[config.mk]
export PLATFORM = sky130hd
export DESIGN_NAME = instr_mem_loader
export DESIGN_NICKNAME = d
export VERILOG_FILES = /design/src/rtl/instr_mem_loader_pkg.sv /design/src/rtl/instr_mem_loader_byte_packer.sv /design/src/rtl/instr_mem_loader.sv
export SDC_FILE = /design/constraint.sdc
export NUM_CORES = 1
export LEC_CHECK = 0
export CAP_MARGIN = 10
export CORE_UTILIZATION = 50
export DETAILED_ROUTE_END_ITERATION = 16
export PLACE_DENSITY = 0.88
export SETUP_SLACK_MARGIN = 0.1
export SLEW_MARGIN = 40
export SYNTH_ARGS = -nofsm -noshare
export SYNTH_HDL_FRONTEND = slang
export SYNTH_HIERARCHICAL = 1
export SYNTH_SLANG_ARGS = --single-unit
[constraint.sdc]
create_clock -name clk -period 5.9 [get_ports clk]
set_input_delay 0.59 -clock clk [delete_from_list [all_inputs] [get_ports clk]]
set_output_delay 0.59 -clock clk [all_outputs]
set_load 0.02 [all_outputs]
[src/rtl/instr_mem_loader_pkg.sv]
// Shared types and constants for the instruction-memory boot loader.
// LOADER_CHECKSUM_EN adds the trailing-checksum states.
package mips_16_loader_pkg;

  localparam int IMEM_WORD_WIDTH        = 16;
  localparam int LOADER_DEFAULT_TIMEOUT = 1024;

  typedef enum logic [2:0] {
    ST_IDLE,
    ST_HI,
    ST_LO,
    ST_WRITE,
    ST_DONE,
    ST_ERR
`ifdef LOADER_CHECKSUM_EN
    , ST_CSUM_HI,
    ST_CSUM_LO
`endif
  } loader_state_e;

endpackage

[src/rtl/instr_mem_loader_byte_packer.sv]
// Byte-pair capture for the loader: owns rx_ready and assembles {hi, lo} words.
// LOADER_CHECKSUM_EN exposes the unregistered word for the checksum compare.
module loader_byte_packer
  import mips_16_loader_pkg::*;
(
  input  logic                       clk,
  input  logic                       rst_n,
  input  logic                       en_hi,
  input  logic                       en_lo,
  input  logic                       rx_valid,
  input  logic [7:0]                 rx_data,
  output logic                       rx_ready,
  output logic                       hi_xfer,
  output logic                       word_valid,
`ifdef LOADER_CHECKSUM_EN
  output logic [IMEM_WORD_WIDTH-1:0] word_next,
`endif
  output logic [IMEM_WORD_WIDTH-1:0] word_q
);

`ifndef LOADER_CHECKSUM_EN
  logic [IMEM_WORD_WIDTH-1:0] word_next;
`endif
  logic [7:0] hi_q;

  assign rx_ready   = en_hi | en_lo;
  assign hi_xfer    = en_hi & rx_valid;
  assign word_valid = en_lo & rx_valid;
  assign word_next  = {hi_q, rx_data};

  // word_q is what the WRITE cycle drives onto the memory bus
  always_ff @(posedge clk or negedge rst_n) begin
    if (!rst_n) begin
      hi_q   <= '0;
      word_q <= '0;
    end else begin
      if (hi_xfer)    hi_q   <= rx_data;
      if (word_valid) word_q <= word_next;
    end
  end

endmodule

[src/rtl/instr_mem_loader.sv]
// Boot/reload controller: packs a byte stream into 16-bit words and writes imem from 0.
// LOADER_CHECKSUM_EN: a trailing 16-bit modular checksum must match before done.
module instr_mem_loader
  import mips_16_loader_pkg::*;
#(
  parameter int ADDR_WIDTH     = 4,
  parameter int TIMEOUT_CYCLES = LOADER_DEFAULT_TIMEOUT
) (
  input  logic                       clk,
  input  logic                       rst_n,
  input  logic                       load_req,
  input  logic [ADDR_WIDTH:0]        load_len,
  input  logic                       rx_valid,
  input  logic [7:0]                 rx_data,
  output logic                       rx_ready,
  input  logic [ADDR_WIDTH-1:0]      fetch_pc,
  output logic [ADDR_WIDTH-1:0]      imem_addr,
  output logic                       imem_we,
  output logic [IMEM_WORD_WIDTH-1:0] imem_wdata,
  output logic                       cpu_stall,
  output logic                       busy,
  output logic                       done,
  output logic                       err
);

  localparam int TW = $clog2(TIMEOUT_CYCLES + 1);
  localparam logic [ADDR_WIDTH:0] DEPTH_L = {1'b1, {ADDR_WIDTH{1'b0}}};

  loader_state_e state_q, state_d;

  logic [ADDR_WIDTH-1:0]      ptr_q;
  logic [ADDR_WIDTH:0]        len_q;
  logic [TW-1:0]              tmo_cnt;
  logic                       err_q;
  logic                       en_hi, en_lo, hi_xfer, word_valid, byte_xfer;
  logic                       len_ok, last_word, tmo_hit, start;
  logic [IMEM_WORD_WIDTH-1:0] word_q;
`ifdef LOADER_CHECKSUM_EN
  logic [IMEM_WORD_WIDTH-1:0] word_next, csum_q;
`endif

  loader_byte_packer u_packer (
    .clk        (clk),
    .rst_n      (rst_n),
    .en_hi      (en_hi),
    .en_lo      (en_lo),
    .rx_valid   (rx_valid),
    .rx_data    (rx_data),
    .rx_ready   (rx_ready),
    .hi_xfer    (hi_xfer),
    .word_valid (word_valid),
`ifdef LOADER_CHECKSUM_EN
    .word_next  (word_next),
`endif
    .word_q     (word_q)
  );

`ifdef LOADER_CHECKSUM_EN
  assign en_hi = (state_q == ST_HI) || (state_q == ST_CSUM_HI);
  assign en_lo = (state_q == ST_LO) || (state_q == ST_CSUM_LO);
`else
  assign en_hi = (state_q == ST_HI);
  assign en_lo = (state_q == ST_LO);
`endif

  assign byte_xfer = hi_xfer | word_valid;
  assign len_ok    = (load_len != '0) && (load_len <= DEPTH_L);
  assign start     = (state_q == ST_IDLE) && load_req;
  // Length-based end detect, so a full-depth pointer wrap never matters
  assign last_word = ({1'b0, ptr_q} + 1'b1) == len_q;
  assign tmo_hit   = !byte_xfer && (tmo_cnt == TW'(TIMEOUT_CYCLES - 1));

  always_ff @(posedge clk or negedge rst_n) begin
    if (!rst_n) state_q <= ST_IDLE;
    else        state_q <= state_d;
  end

  always_comb begin
    state_d = state_q;
    case (state_q)
      ST_IDLE:  if (load_req && len_ok) state_d = ST_HI;
      ST_HI:    if (hi_xfer) state_d = ST_LO;
                else if (tmo_hit) state_d = ST_ERR;
      ST_LO:    if (word_valid) state_d = ST_WRITE;
                else if (tmo_hit) state_d = ST_ERR;
`ifdef LOADER_CHECKSUM_EN
      ST_WRITE: state_d = last_word ? ST_CSUM_HI : ST_HI;
      ST_CSUM_HI: if (hi_xfer) state_d = ST_CSUM_LO;
                  else if (tmo_hit) state_d = ST_ERR;
      ST_CSUM_LO: if (word_valid) state_d = (word_next == csum_q) ? ST_DONE : ST_ERR;
                  else if (tmo_hit) state_d = ST_ERR;
`else
      ST_WRITE: state_d = last_word ? ST_DONE : ST_HI;
`endif
      ST_DONE:  state_d = ST_IDLE;
      ST_ERR:   state_d = ST_IDLE;
      default:  state_d = ST_IDLE;
    endcase
  end

  always_ff @(posedge clk or negedge rst_n) begin
    if (!rst_n) begin
      ptr_q   <= '0;
      len_q   <= '0;
      tmo_cnt <= '0;
      err_q   <= 1'b0;
    end else begin
      if (start && len_ok) begin
        ptr_q <= '0;
        len_q <= load_len;
        err_q <= 1'b0;
      end else if (start || state_q == ST_ERR) begin
        err_q <= 1'b1;
      end
      if (state_q == ST_WRITE) ptr_q <= ptr_q + 1'b1;
      // Idle-gap counter only runs while waiting for a byte
      if (!(en_hi || en_lo) || byte_xfer) tmo_cnt <= '0;
      else                                tmo_cnt <= tmo_cnt + 1'b1;
    end
  end

`ifdef LOADER_CHECKSUM_EN
  always_ff @(posedge clk or negedge rst_n) begin
    if (!rst_n)                  csum_q <= '0;
    else if (start)              csum_q <= '0;
    else if (state_q == ST_WRITE) csum_q <= csum_q + word_q;
  end
`endif

  assign busy       = (state_q != ST_IDLE);
  assign cpu_stall  = busy;
  assign imem_we    = (state_q == ST_WRITE);
  assign imem_wdata = word_q;
  assign imem_addr  = busy ? ptr_q : fetch_pc;
  assign done       = (state_q == ST_DONE);
  assign err        = err_q;

endmodule

==> impl_results.rst <==
.. list-table::
   :header-rows: 1

   * - Metric
     - Value
   * - Status
     - finished clean
   * - Worst setup EP type
     - primary output
   * - Largest area contributor in the synthesized netlist
     - sky130_fd_sc_hd__dfrtp_1
   * - Fin Clk Skew
     - 4.64 ps
   * - Switching power summed over all nets
     - 0.493 mW
   * - Share of total power in the clock network
     - 14.4%
   * - Final count of pins violating max slew
     - 0
   * - Proportion of power drawn by combinational gates
     - 46.2%
   * - Ports
     - 47
   * - Clock Pin Slew Worst Setup and Hold Paths
     - 80 ps
   * - Post-synthesis area per instance
     - 12.7 um2
   * - Number of clock buffers inserted by TritonCTS
     - 5
   * - Total congestion overflow
     - 0
   * - Kind of start point of the critical path
     - flop
   * - Type of the most critical hold path
     - in -> async
   * - Data required, critical path
     - 5310 ps
   * - Switching power as a share of total power
     - 35.6%
   * - Global-route wire length before repair
     - 7.11 mm
   * - Count of routing violations after the opening detailed-route iteration
     - 81
   * - Cell types occupying the most area after synthesis
     - sky130_fd_sc_hd__dfrtp_1 52%, sky130_fd_sc_hd__mux2_2 12%, sky130_fd_sc_hd__mux2_4 5.9%, sky130_fd_sc_hd__xnor2_1 3.0%, sky130_fd_sc_hd__xor2_1 3.0%
   * - Post-CTS Repair Setup Buffers
     - 0
   * - Library cell with the highest instance count after synthesis
     - sky130_fd_sc_hd__dfrtp_1
   * - Detailed-route vias per instance
     - 5.35
   * - Maximum number of pins on one net before global-route repair
     - 49
   * - Sum of negative setup slack
     - 0 ps
   * - Row cnt
     - 24
   * - Die height
     - 69.9 um
   * - Final antenna diode count
     - 0
   * - Total of flip-flops plus latches after synthesis
     - 48
   * - Share of final-layout standard cells stronger than drive strength 1
     - 24.7%
   * - Overall via count from detail_route
     - 1515
   * - Post-CTS Hold Buffers
     - 0
   * - Predominant post-synthesis flop cell
     - sky130_fd_sc_hd__dfrtp_1
   * - Post-route minimum period
     - 2750 ps
   * - Final routed wire length divided by cell count
     - 14.8 um
   * - Overall global routing resource usage
     - 18.3%
   * - Count of endpoints failing setup in the final report
     - 0
   * - Setup slack, reg-to-reg
     - 3460 ps
   * - Synth async-reset ratio
     - 100%
   * - Clock root buffer master
     - sky130_fd_sc_hd__clkbuf_8
   * - Hold Violations, Final
     - 0
   * - Total nets after synthesis
     - 205
   * - Largest vdd supply drop
     - 0.305 mV
   * - Half-perimeter wire length after placement
     - 2.96 mm
   * - Pin slew with the least headroom to its limit
     - 577 ps
   * - Number of standard cells after synthesis
     - 182
   * - Final Net Count
     - 253
   * - # resized after CTS
     - 0
   * - Share of the core filled with cells
     - 65.4%
   * - Worst r2r dst
     - state_q[0]$_DFFE_PN0P_
   * - Biggest fanout along the worst timing path
     - 9
   * - Clock sink total
     - 48
   * - Synth cell count leaders
     - 48 x sky130_fd_sc_hd__dfrtp_1, 24 x sky130_fd_sc_hd__mux2_2, 16 x sky130_fd_sc_hd__nor2_1
   * - Starting density of the core
     - 52.5%
   * - Post-synthesis cell type count
     - 40
   * - CTS Buffer Depth
     - 2
   * - Routability Congestion
     - 0.795
   * - Core area
     - 0.00438 mm2
   * - P_int
     - 0.892 mW
   * - H-tree lvl count
     - 2
   * - Die width
     - 69.9 um
   * - Post-synth EDFFs
     - 0
   * - Port bufs
     - 46
   * - Category of the critical setup timing path
     - reg -> out
   * - Pwr Density
     - 483 mW/mm2
   * - Vias in the first global route
     - 1575
   * - First-pass iteration count of the detailed router
     - 4
   * - Total of warnings raised by yosys
     - 6
   * - Yosys top cell area share
     - 52.1%
   * - Detailed-route wire length
     - 4.18 mm
   * - Number of DRC violations after detailed routing
     - 0
   * - Peak clock frequency supported by timing
     - 364 MHz
   * - Antenna violations before repair
     - 0
   * - RSZ-0062 raised after global routing
     - false
   * - Post-synth design cell area
     - 0.00230 mm2
   * - Startpoint of the lowest-slack register-to-register path
     - state_q[2]$_DFFE_PN0P_
   * - Cell depth of the worst flop-to-flop path
     - 9
   * - Leakage component of the power
     - 1.29 nW
   * - Worst slew margin
     - 61.5%
   * - Number of routed nets with antenna violations
     - 0
   * - Relative area change from synthesis to final layout
     - 24.4%
   * - Floorplan die area
     - 0.00488 mm2
   * - Skew-Pair Late Insertion Delay
     - 300 ps
   * - Share of the yosys chip area belonging to registers
     - 52.1%
   * - Clock tree from TritonCTS
     - done
   * - Arrival time at the worst endpoint
     - 2160 ps
   * - Number of violations of the max-capacitance limit
     - 0
   * - Period Utilization, post-route
     - 46.5%
   * - Sequential cell fraction of total power
     - 39.4%
## worst max-delay path, cell delays in order, from the launching register on
cell and delay (ps):
sky130_fd_sc_hd__dfrtp_1 560, sky130_fd_sc_hd__and2b_1 260, sky130_fd_sc_hd__and2_4 190, sky130_fd_sc_hd__or2_2 310
sky130_fd_sc_hd__clkdlybuf4s50_1 540
## area by class of cell
type,count,area (um2)
clock buffer,6,82.6
clock inverter,2,10.0
fill,335,1520
inverter,8,30.0
multi-input combinational,121,1020
sequential,48,1200
tap,52,65.1
timing repair buffer,46,458
## placed cells by master, fill, tap and decap left out, types with 3 or more instances in the layout
cell type                         count
sky130_fd_sc_hd__dfrtp_1             48
sky130_fd_sc_hd__clkdlybuf4s50_1     45
sky130_fd_sc_hd__mux2_2              24
sky130_fd_sc_hd__nor2_1              16
sky130_fd_sc_hd__nand3_1             11
sky130_fd_sc_hd__mux2_4               9
sky130_fd_sc_hd__inv_1                8
sky130_fd_sc_hd__xor2_1               8
sky130_fd_sc_hd__xnor2_1              8
sky130_fd_sc_hd__clkbuf_8             6
sky130_fd_sc_hd__nand2_1              4
sky130_fd_sc_hd__a21oi_1              4
sky130_fd_sc_hd__nand2_2              3
sky130_fd_sc_hd__and3_1               3
## power groups by stage
stage	clock (mW)	combinational, mW	sequential [mW]
floorplan	0	0.362	0.597
global placement	0	0.626	0.547
detailed placement	0	0.643	0.550
CTS	0.206	0.645	0.548
finish	0.199	0.640	0.547
global route	0.216	0.679	0.564
## cell families after synthesis
logic type	share of synthesized area [%]
and+or+nand+nor	14.7
AOI/OAI and AO/OA	3.91
xor gates and xnor gates	6.08
DFF	52.1
adders and majority gates	1.09
muxes	18.5
buffers and inverters	3.59
## layer usage
layer / GRT usage (%) / wire length, um / vias to the layer above
li1: - / - / 722
met1: 23.3 / 1850 / 742
met2: 29.8 / 2060 / 47
met3: 4.91 / 230 / 4
met4: 6.89 / 46 / 0
met5: 0 / 0 / -
## metrics by stage
stage	cell area [um2]	hold slack (ps)	instances	setup slack, ps	power [mW]
finish	2870	294	283	3150	1.39
global route	2870	341	283	3060	1.46
CTS	2870	309	283	3140	1.40
detailed placement	2770	481	275	3340	1.19
global placement	2770	465	275	3450	1.17
floorplan	2300	294	182	3760	0.959
## state kept, by name, summed over array words and instances (netlist names)
register / flops
err: 1
len_q: 5
ptr_q: 4
state_q: 3
tmo_cnt: 11
u_packer/hi_q: 8
u_packer/word_q: 16
## worst max path at each step
stage | from | end | cells past startpoint
after floorplan | state_q[1]$_DFFE_PN0P_ | state_q[0]$_DFFE_PN0P_ | 11
after global placement | rx_valid | state_q[0]$_DFFE_PN0P_ | 8
after detailed placement | rx_valid | state_q[0]$_DFFE_PN0P_ | 8
after CTS | state_q[2]$_DFFE_PN0P_ | rx_ready | 4
after global routing | state_q[2]$_DFFE_PN0P_ | rx_ready | 4
final | state_q[2]$_DFFE_PN0P_ | rx_ready | 4
(Power assumes the default switching activity.)
